**config.mk**
```make
export PLATFORM = sky130hd
export DESIGN_NAME = sb_rx_msg_queue_flat
export DESIGN_NICKNAME = d
export VERILOG_FILES = /design/src/rtl/sb_rx_msg_queue_if.sv /design/src/rtl/sb_rx_msg_queue.sv /design/src/flat_wrapper.sv
export SDC_FILE = /design/constraint.sdc
export NUM_CORES = 1
export LEC_CHECK = 0
export CORE_MARGIN = 2
export CORE_UTILIZATION = 30
export CTS_CLUSTER_SIZE = 16
export DETAILED_ROUTE_END_ITERATION = 10
export GPL_TIMING_DRIVEN = 0
export PLACE_DENSITY_LB_ADDON = 0.3
export SYNTH_ARGS = -nofsm -noshare
export SYNTH_HDL_FRONTEND = slang
export SYNTH_SLANG_ARGS = --single-unit
```
**constraint.sdc**
```tcl
create_clock -name clk_100MHz -period 14.6 [get_ports clk_100MHz]
set_input_delay 1.46 -clock clk_100MHz [delete_from_list [all_inputs] [get_ports clk_100MHz]]
set_output_delay 1.46 -clock clk_100MHz [all_outputs]
set_load 0.03 [all_outputs]
```
**src/rtl/sb_rx_msg_queue_if.sv**
```systemverilog
// Sideband RX message types and the queue's deserializer/consumer bus.
// Ports: deser_* (in), SB_RX_msg_req_i (in), SB_RX_msg_o/dataBus_o/msg_valid_o (out).
package sb_pkg;

    typedef enum logic [7:0] {
        SB_MSG_NONE         = 8'h00,
        SBINIT_out_of_reset = 8'h01,
        SBINIT_done_req     = 8'h02,
        SBINIT_done_resp    = 8'h03,
        MBINIT_param_req    = 8'h04,
        MBINIT_param_resp   = 8'h05
    } SB_msg_num_t;

    typedef struct packed {
        SB_msg_num_t msg_num;
        logic [15:0] msg_info;
    } SB_msg_t;

    function automatic SB_msg_t reset_SB_msg();
        SB_msg_t m;
        m.msg_num  = SB_MSG_NONE;
        m.msg_info = '0;
        return m;
    endfunction

endpackage

interface sb_rx_msg_queue_if;
    import sb_pkg::*;

    SB_msg_t     deser_msg_i;
    logic [63:0] deser_data_i;
    logic        deser_valid_i;
    logic        SB_RX_msg_req_i;
    SB_msg_t     SB_RX_msg_o;
    logic [63:0] SB_RX_dataBus_o;
    logic        SB_RX_msg_valid_o;

    modport master (
        output deser_msg_i,
        output deser_data_i,
        output deser_valid_i,
        output SB_RX_msg_req_i,
        input  SB_RX_msg_o,
        input  SB_RX_dataBus_o,
        input  SB_RX_msg_valid_o
    );

    modport slave (
        input  deser_msg_i,
        input  deser_data_i,
        input  deser_valid_i,
        input  SB_RX_msg_req_i,
        output SB_RX_msg_o,
        output SB_RX_dataBus_o,
        output SB_RX_msg_valid_o
    );

endinterface

```
**src/rtl/sb_rx_msg_queue.sv**
```systemverilog
// Sideband RX FIFO: buffers deserialized messages, hands one out per request.
// Ports: clk_100MHz, reset, enable_i, flush_i, bus (slave), count_o, overflow_o.
module sb_rx_msg_queue
    import sb_pkg::*;
#(
    parameter int DEPTH = 4
) (
    input  logic                     clk_100MHz,
    input  logic                     reset,
    input  logic                     enable_i,
    input  logic                     flush_i,
    sb_rx_msg_queue_if.slave         bus,
    output logic [$clog2(DEPTH):0]   count_o,
    output logic                     overflow_o
);

    localparam int AW = $clog2(DEPTH);
    localparam int CW = AW + 1;
    localparam int EW = $bits(SB_msg_t) + 64;

    typedef enum logic [1:0] {
        IDLE    = 2'd0,
        WAIT    = 2'd1,
        DELIVER = 2'd2
    } state_t;

    state_t        state_q;
    state_t        state_d;
    logic [EW-1:0] mem [DEPTH];
    logic [AW-1:0] wr_ptr;
    logic [AW-1:0] rd_ptr;
    logic [CW-1:0] count_q;
    logic          full;
    logic          pop;
    logic          push;
    logic          drop;
    SB_msg_t       head_msg;
    logic [63:0]   head_data;
    SB_msg_t       msg_q;
    logic [63:0]   data_q;
    logic          valid_q;

    assign full = (count_q == CW'(DEPTH));
    assign {head_msg, head_data} = mem[rd_ptr];

    // A full FIFO still accepts a write when the head leaves this cycle.
    assign push = bus.deser_valid_i && (!full || pop) && !flush_i;
    assign drop = bus.deser_valid_i && full && !pop && !flush_i;

    always_comb begin
        state_d = state_q;
        pop     = 1'b0;
        unique case (state_q)
            IDLE: begin
                if (bus.SB_RX_msg_req_i && enable_i)
                    state_d = (count_q != '0) ? DELIVER : WAIT;
            end
            WAIT: begin
                if (!enable_i)
                    state_d = IDLE;
                else if (count_q != '0)
                    state_d = DELIVER;
            end
            DELIVER: begin
                pop     = (count_q != '0);
                state_d = IDLE;
            end
            default: state_d = IDLE;
        endcase
        if (flush_i) begin
            state_d = IDLE;
            pop     = 1'b0;
        end
    end

    always_ff @(posedge clk_100MHz) begin
        if (reset) begin
            state_q    <= IDLE;
            wr_ptr     <= '0;
            rd_ptr     <= '0;
            count_q    <= '0;
            overflow_o <= 1'b0;
            valid_q    <= 1'b0;
            msg_q      <= reset_SB_msg();
            data_q     <= '0;
        end else begin
            state_q <= state_d;
            valid_q <= pop;
            msg_q   <= pop ? head_msg : reset_SB_msg();
            data_q  <= pop ? head_data : '0;
            if (flush_i) begin
                wr_ptr     <= '0;
                rd_ptr     <= '0;
                count_q    <= '0;
                overflow_o <= 1'b0;
            end else begin
                if (push)
                    wr_ptr <= wr_ptr + AW'(1);
                if (pop)
                    rd_ptr <= rd_ptr + AW'(1);
                if (push && !pop)
                    count_q <= count_q + CW'(1);
                else if (pop && !push)
                    count_q <= count_q - CW'(1);
                if (drop)
                    overflow_o <= 1'b1;
            end
        end
    end

    // Payload storage needs no reset; occupancy is tracked by count_q.
    always_ff @(posedge clk_100MHz) begin
        if (!reset && push)
            mem[wr_ptr] <= {bus.deser_msg_i, bus.deser_data_i};
    end

    assign count_o               = count_q;
    assign bus.SB_RX_msg_o       = msg_q;
    assign bus.SB_RX_dataBus_o   = data_q;
    assign bus.SB_RX_msg_valid_o = valid_q;

endmodule

```
**src/flat_wrapper.sv**
```systemverilog
// flat-port wrapper written by rule: the top's interface ports become plain ports
module sb_rx_msg_queue_flat import sb_pkg::*;
#(
    parameter int DEPTH = 4
)
  (clk_100MHz, reset, enable_i, flush_i, count_o, overflow_o, bus_deser_msg_i, bus_deser_data_i, bus_deser_valid_i, bus_SB_RX_msg_req_i, bus_SB_RX_msg_o, bus_SB_RX_dataBus_o, bus_SB_RX_msg_valid_o);
  sb_rx_msg_queue_if bus_i ();
  input  logic clk_100MHz;
  input  logic reset;
  input  logic enable_i;
  input  logic flush_i;
  output logic [$clog2(DEPTH):0] count_o;
  output logic overflow_o;
  input wire logic [$bits(bus_i.deser_msg_i)-1:0] bus_deser_msg_i;
  input wire logic [$bits(bus_i.deser_data_i)-1:0] bus_deser_data_i;
  input wire logic [$bits(bus_i.deser_valid_i)-1:0] bus_deser_valid_i;
  input wire logic [$bits(bus_i.SB_RX_msg_req_i)-1:0] bus_SB_RX_msg_req_i;
  output wire logic [$bits(bus_i.SB_RX_msg_o)-1:0] bus_SB_RX_msg_o;
  output wire logic [$bits(bus_i.SB_RX_dataBus_o)-1:0] bus_SB_RX_dataBus_o;
  output wire logic [$bits(bus_i.SB_RX_msg_valid_o)-1:0] bus_SB_RX_msg_valid_o;
  assign bus_i.deser_msg_i = bus_deser_msg_i;
  assign bus_i.deser_data_i = bus_deser_data_i;
  assign bus_i.deser_valid_i = bus_deser_valid_i;
  assign bus_i.SB_RX_msg_req_i = bus_SB_RX_msg_req_i;
  assign bus_SB_RX_msg_o = bus_i.SB_RX_msg_o;
  assign bus_SB_RX_dataBus_o = bus_i.SB_RX_dataBus_o;
  assign bus_SB_RX_msg_valid_o = bus_i.SB_RX_msg_valid_o;
  sb_rx_msg_queue #(.DEPTH(DEPTH)) u_core (.clk_100MHz(clk_100MHz), .reset(reset), .enable_i(enable_i), .flush_i(flush_i), .bus(bus_i), .count_o(count_o), .overflow_o(overflow_o));
endmodule
```
Word-level counts from Yosys, hierarchy flattened
Memory sizes are Yosys's and may differ from the RTL's. A register that Yosys moved wholly into a read port is not among the register bits.
Index checks and enable logic that the tools add are counted.

cells by class
  add/subtract/negate cells = 4
  eq/ne operators = 5
  div/mod/pow operators = 0
  order comparisons = 0
  reductions and logical operators = 21
  mux-type cells = 11
  shifts and indexed selects = 0
  multiply operators = 0
  bitwise gates (word level) = 1

operators by type and width
  kind                 count
  $logic_and 1x1->1    9
  $mux 2               4
  $mux 3               2
  $logic_not 1->1      5
  $add 2x1->2 const B  2
  $mux 1               4
  $pmux 2 s2           1
  $reduce_or 2->1      2
  $add 3x1->3 const B  1
  $eq 3x3->1 const B   1
  $ne 3x2->1 const B   1
  $reduce_bool 3->1    1
  $sub 3x1->3 const B  1
  $eq 2x1->1 const B   1
  $eq 2x2->1 const B   1
  $logic_not 2->1      1
  $ne 2x1->1 const B   1
  $reduce_and 2->1     1
  $reduce_bool 2->1    1
  $logic_or 1x1->1     1
  $not 1->1            1

word-level totals
  memory bits (read-only) = 0
  input bits = 94
  bits in latches = 0
  memories kept = 1
  output and inout bits = 93
  RAM bits = 352
  flip-flop bits (word level) = 11

memory list
  name        depth  width  rd ports  clocked after Yosys merged registers in  wr ports  line                   text
  u_core.mem  4      88     1         1                                        1         sb_rx_msg_queue.sv:29  logic [EW-1:0] mem [DEPTH];

Depth between registers and ports, before layout
  depth in word-level cells = 10
  gate-level depth with buffers = 9
  gate-level depth less buffers = 9

Worst setup path after synthesis
No wires, ideal clock.

  kind = input to register
  start = in flush_i
  end = mem u_core.mem[1][0] (netlist bit) (enable)
  setup slack = 5,232 ps
  data arrival time = 8,707 ps
  library setup time = 660 ps
  stages = 3
  path buffers = 0
  cells stage by stage = or3b_4 -> a311o_1 -> nor3b_1

on the way
  word-level cells in the longest chain between the ends = 7

RTL lines
  item                              line                    text
  start, declared                   flat_wrapper.sv:11      input logic flush_i;
  $mux 1                            sb_rx_msg_queue.sv:70   if (flush_i) begin
  $logic_or 1x1->1                  sb_rx_msg_queue.sv:47   assign push = bus.deser_valid_i && (!full || pop) && !flush_i;
  $logic_and 1x1->1                 sb_rx_msg_queue.sv:47
  $logic_and 1x1->1 (*)             sb_rx_msg_queue.sv:47
  $logic_and 1x1->1 (*)             sb_rx_msg_queue.sv:113  if (!reset && push)
  $mux 1 (*)                        sb_rx_msg_queue.sv:113
  $mux 1 (implied by the code) (*)  sb_rx_msg_queue.sv:114  mem[wr_ptr] <= {bus.deser_msg_i, bus.deser_data_i};
  end, declared                     sb_rx_msg_queue.sv:29

Every way passes the cells marked *; elsewhere a longest branch is shown, timed or not.

Worst setup path in the final report
  start = in flush_i
  end = mem u_core.mem[2][55] (netlist bit) (enable)

The elaborated chain is that of the path after synthesis.

==> impl_metrics.py <==
metrics = {
    "layout": {
        "syn_to_final_growth_pct": 31.7,
        "stdcell_count": 1711,
        "drive_gt1_frac": 0.240,
        "fill_cells": 4670,
        "final_nets": 1090,
    },
    "setup_path": {
        "cpMostUsedCell": "buf_6",
        "rrSetupSlack_ps": 11610,
        "ff2ff_path_depth": 6,
        "crit_path_end": "u_core.mem[2][55]$_DFFE_PP_",
        "critPathRequiredTime_ps": 14880,
        "crit_start": "flush_i",
        "worstPathMaxFanout": 10,
        "start_kind": "input pin",
        "critPathArrivalTime_ps": 4350,
        "worstSetupPathType": "in2reg",
        "slowest_stage": "nor3b_2",
        "r2r_end": "u_core.mem[2][55]$_DFFE_PP_",
        "critPathCaptureType": "flop",
        "path_cells": "clkdlybuf4s50_1 > or3b_4 > a311o_1 > nor3b_2 > buf_6 > buf_6 > buf_6",
        "rr_startpoint": "u_core.state_q[0]$_SDFFE_PP0P_",
        "crit_path_max_incr_delay_ps": 860,
    },
    "placement": {
        "place_inst": 1619,
        "globalplace.congestion": 0.663,
        "preCtsSetupSlack_ps": 9860,
        "dpl.hpwl_um": 21800,
        "placement.io_buffers": 186,
    },
    "yosys": {
        "synth_cell_types": 30,
        "synth_area_leader_cell": "edfxtp_1",
        "synth-edff-count": 352,
        "yosysWarnings": 0,
        "synth-seq-cells": 451,
        "ys.flop_type": "edfxtp_1",
        "synth_mux_area_frac": 0.128,
        "async_reset_ff_frac": 0,
        "syn-cell-area_um2": 15700,
        "synth_top_area_frac": 0.673,
        "syn_area_per_cell_um2": 22.1,
        "post-synth-top-count-cell": "edfxtp_1",
        "synth-compound-area-share": 0.00382,
        "synthTopCellsByArea": "edfxtp_1, dfxtp_1, mux4_2, nor2b_1, nor2b_4",
        "syn_inst": 712,
        "synth_top_family_by_area": "multiplexers",
        "yosysSeqAreaShare": 0.799,
        "ys_top_cells_by_count": "edfxtp_1, dfxtp_1, mux4_2, nor2b_1, buf_2",
        "synth_nets": 812,
        "synthSimpleGateAreaFrac": 0.0496,
        "synth_xor_area_frac": 0.00112,
        "post_synth_fa_ha_maj_area_fraction": 0.00526,
    },
    "clocking": {
        "cts_tree": "built",
        "cts_buffers": 49,
        "clk_pin_slew_ps": 60,
        "cts_max_level": 2,
        "cts_root_buf": "clkbuf_16",
        "clock_latency_ps": 580,
        "cts_setup_buffers": 0,
        "cts_hold_buf": 0,
        "clock-sinks": 451,
        "cts_buffer_depth": 3,
        "ctsResizeCount": 0,
    },
    "grt": {
        "grt_pass1_wl_um": 49500,
        "grt_usage": 0.125,
        "overflow": 0,
        "grt_pass1_vias": 7994,
        "grt_max_degree": 15,
        "antenna_found_initial": 5,
    },
    "timing": {
        "tightest_slew_ps": 999,
        "fmax_ghz": 0.246,
        "rsz0062_at_grt": "no",
        "hold_viol_final": 0,
        "setup_viol": 0,
        "finalCritPeriodShare": 0.279,
        "layout_setup_ws_ps": 10530,
        "final.setup.tns_ps": 0,
        "fin_hold_ws_ps": 480,
        "clock_skew_ps": 19.8,
        "drv_slew": 0,
        "period_needed_ps": 4070,
        "timing.slew.headroom": 0.331,
    },
    "die": {
        "die_w_um": 233,
        "die_area_um2": 54200,
        "core_area_um2": 51500,
        "start_util": 0.305,
        "die_h_um": 233,
        "pin_count": 187,
        "row_count": 83,
    },
    "drt": {
        "routed_wl_um": 33000,
        "drt-initial-drc-count": 360,
        "drt-pass1-iter-count": 4,
        "viasPerCell": 4.31,
        "antenna_left": 0,
        "wl_per_cell_um": 19.3,
        "vias": 7367,
        "post-route-drc-count": 0,
    },
    "pwr": {
        "seq_power_share": 0.502,
        "power.share.clock": 0.476,
        "swShare": 0.190,
        "p_comb_frac": 0.022,
        "power_w": 0.00278,
        "p_sw_w": 0.000528,
        "powerDensity_nw_per_um2": 134,
        "p_leak_nw": 6.69,
        "ir_drop_mv": 0.0807,
        "internal-power_w": 0.00225,
    },
    "flow_run": {
        "max_cap_violations": 0,
    },
    "run_status": {
        "status": "finished clean",
    },
    "min_path": {
        "hold_class": "reg2reg",
    },
}
==> worst min path at each step <==
stage                                   startpoint                        endpoint  depth (start not counted)
floorplan            u_core.wr_ptr[1]$_SDFFE_PP0N_   u_core.wr_ptr[1]$_SDFFE_PP0N_                          2
CTS                 u_core.overflow_o$_SDFFE_PP0P_  u_core.overflow_o$_SDFFE_PP0P_                          2
finish              u_core.overflow_o$_SDFFE_PP0P_  u_core.overflow_o$_SDFFE_PP0P_                          2
global placement    u_core.overflow_o$_SDFFE_PP0P_  u_core.overflow_o$_SDFFE_PP0P_                          2
detailed placement  u_core.overflow_o$_SDFFE_PP0P_  u_core.overflow_o$_SDFFE_PP0P_                          2
global route        u_core.overflow_o$_SDFFE_PP0P_  u_core.overflow_o$_SDFFE_PP0P_                          2
==> state kept, by name, summed over array words and instances, names as in the netlist <==
signal,cells
u_core.mem,352
u_core.bus.SB_RX_dataBus_o,64
u_core.bus.SB_RX_msg_o,24
u_core.count_o,3
u_core.rd_ptr,2
u_core.state_q,2
u_core.wr_ptr,2
u_core.bus.SB_RX_msg_valid_o,1
u_core.overflow_o,1
==> metal layers <==
layer / GRT usage / wire (um) / share of wire / vias up
met3: 0.0348 / 1750 / 0.053 / 69
met2: 0.211 / 16400 / 0.50 / 150
met4: 0.0360 / 775 / 0.023 / 8
li1: - / - / - / 3366
met5: 0 / 46 / 0.0014 / -
met1: 0.156 / 14000 / 0.42 / 3774
==> logic make-up (layout without fill, tap and decap cells) <==
kind of cell / Yosys count / in the layout
DFF: 451 / 451
and+or+nand+nor: 114 / 114
muxes: 91 / 91
buffers and inverters: 39 / 356
AOI/OAI and AO/OA: 9 / 9
adders and majority gates: 6 / 6
xor gates and xnor gates: 2 / 2
other: 0 / 2
==> cells in the final DEF (no fill, tap or decap), types with 2 or more instances in the layout <==
| master | count |
|---|---|
| edfxtp_1 | 352 |
| clkdlybuf4s50_1 | 186 |
| dfxtp_1 | 99 |
| mux4_2 | 88 |
| nor2b_1 | 70 |
| clkbuf_16 | 51 |
| buf_6 | 35 |
| buf_2 | 17 |
| clkbuf_1 | 16 |
| nor2b_4 | 10 |
| and2b_1 | 9 |
| clkbuf_8 | 9 |
| inv_1 | 8 |
| bufinv_16 | 8 |
| clkinv_2 | 8 |
| nor2_1 | 7 |
| buf_8 | 6 |
| nand2_1 | 5 |
| ha_1 | 5 |
| nor3b_2 | 4 |
| clkinvlp_4 | 4 |
| or3_1 | 3 |
| mux2i_1 | 3 |
| a21oi_1 | 3 |
| clkinv_1 | 3 |
| diode_2 | 2 |
| xor2_1 | 2 |
| o21ai_0 | 2 |
| buf_4 | 2 |
==> worst max-delay path: cells and delay by family <==
family                 cells  cell delay (ps)
AO/OA/AOI/OAI              1              470
AND/OR/NAND/NOR            2             1300
buffers and inverters      4             1090
==> power groups by stage <==
stage / combinational, W / sequential (W) / clock, W
after global routing: 0.0000678 / 0.00140 / 0.00142
after global placement: 0.0000575 / 0.00143 / 0
after floorplan: 0.0000167 / 0.00143 / 0
after CTS: 0.0000634 / 0.00140 / 0.00137
final: 0.0000623 / 0.00140 / 0.00132
after detailed placement: 0.0000630 / 0.00142 / 0
==> final cells by class <==
class	instances	area (um^2)	area share
antenna	2	5.00	0.000242
buffer	31	169	0.00817
clock buffer	65	1420	0.0686
clock inverter	25	339	0.0164
inverter	8	30.0	0.00145
multi-input combinational	222	2970	0.144
sequential	451	12600	0.607
tap	680	851	0.0412
timing repair buffer	227	2340	0.113
==> stage by stage <==
stage | area (um^2) | util
after floorplan | 15700 | -
after global placement | 18400 | 0.358
after detailed placement | 18900 | 0.367
after CTS | 20700 | 0.401
after global routing | 20700 | 0.401
final | 20700 | 0.401
Note: power is estimated with default switching activity, not from simulation.
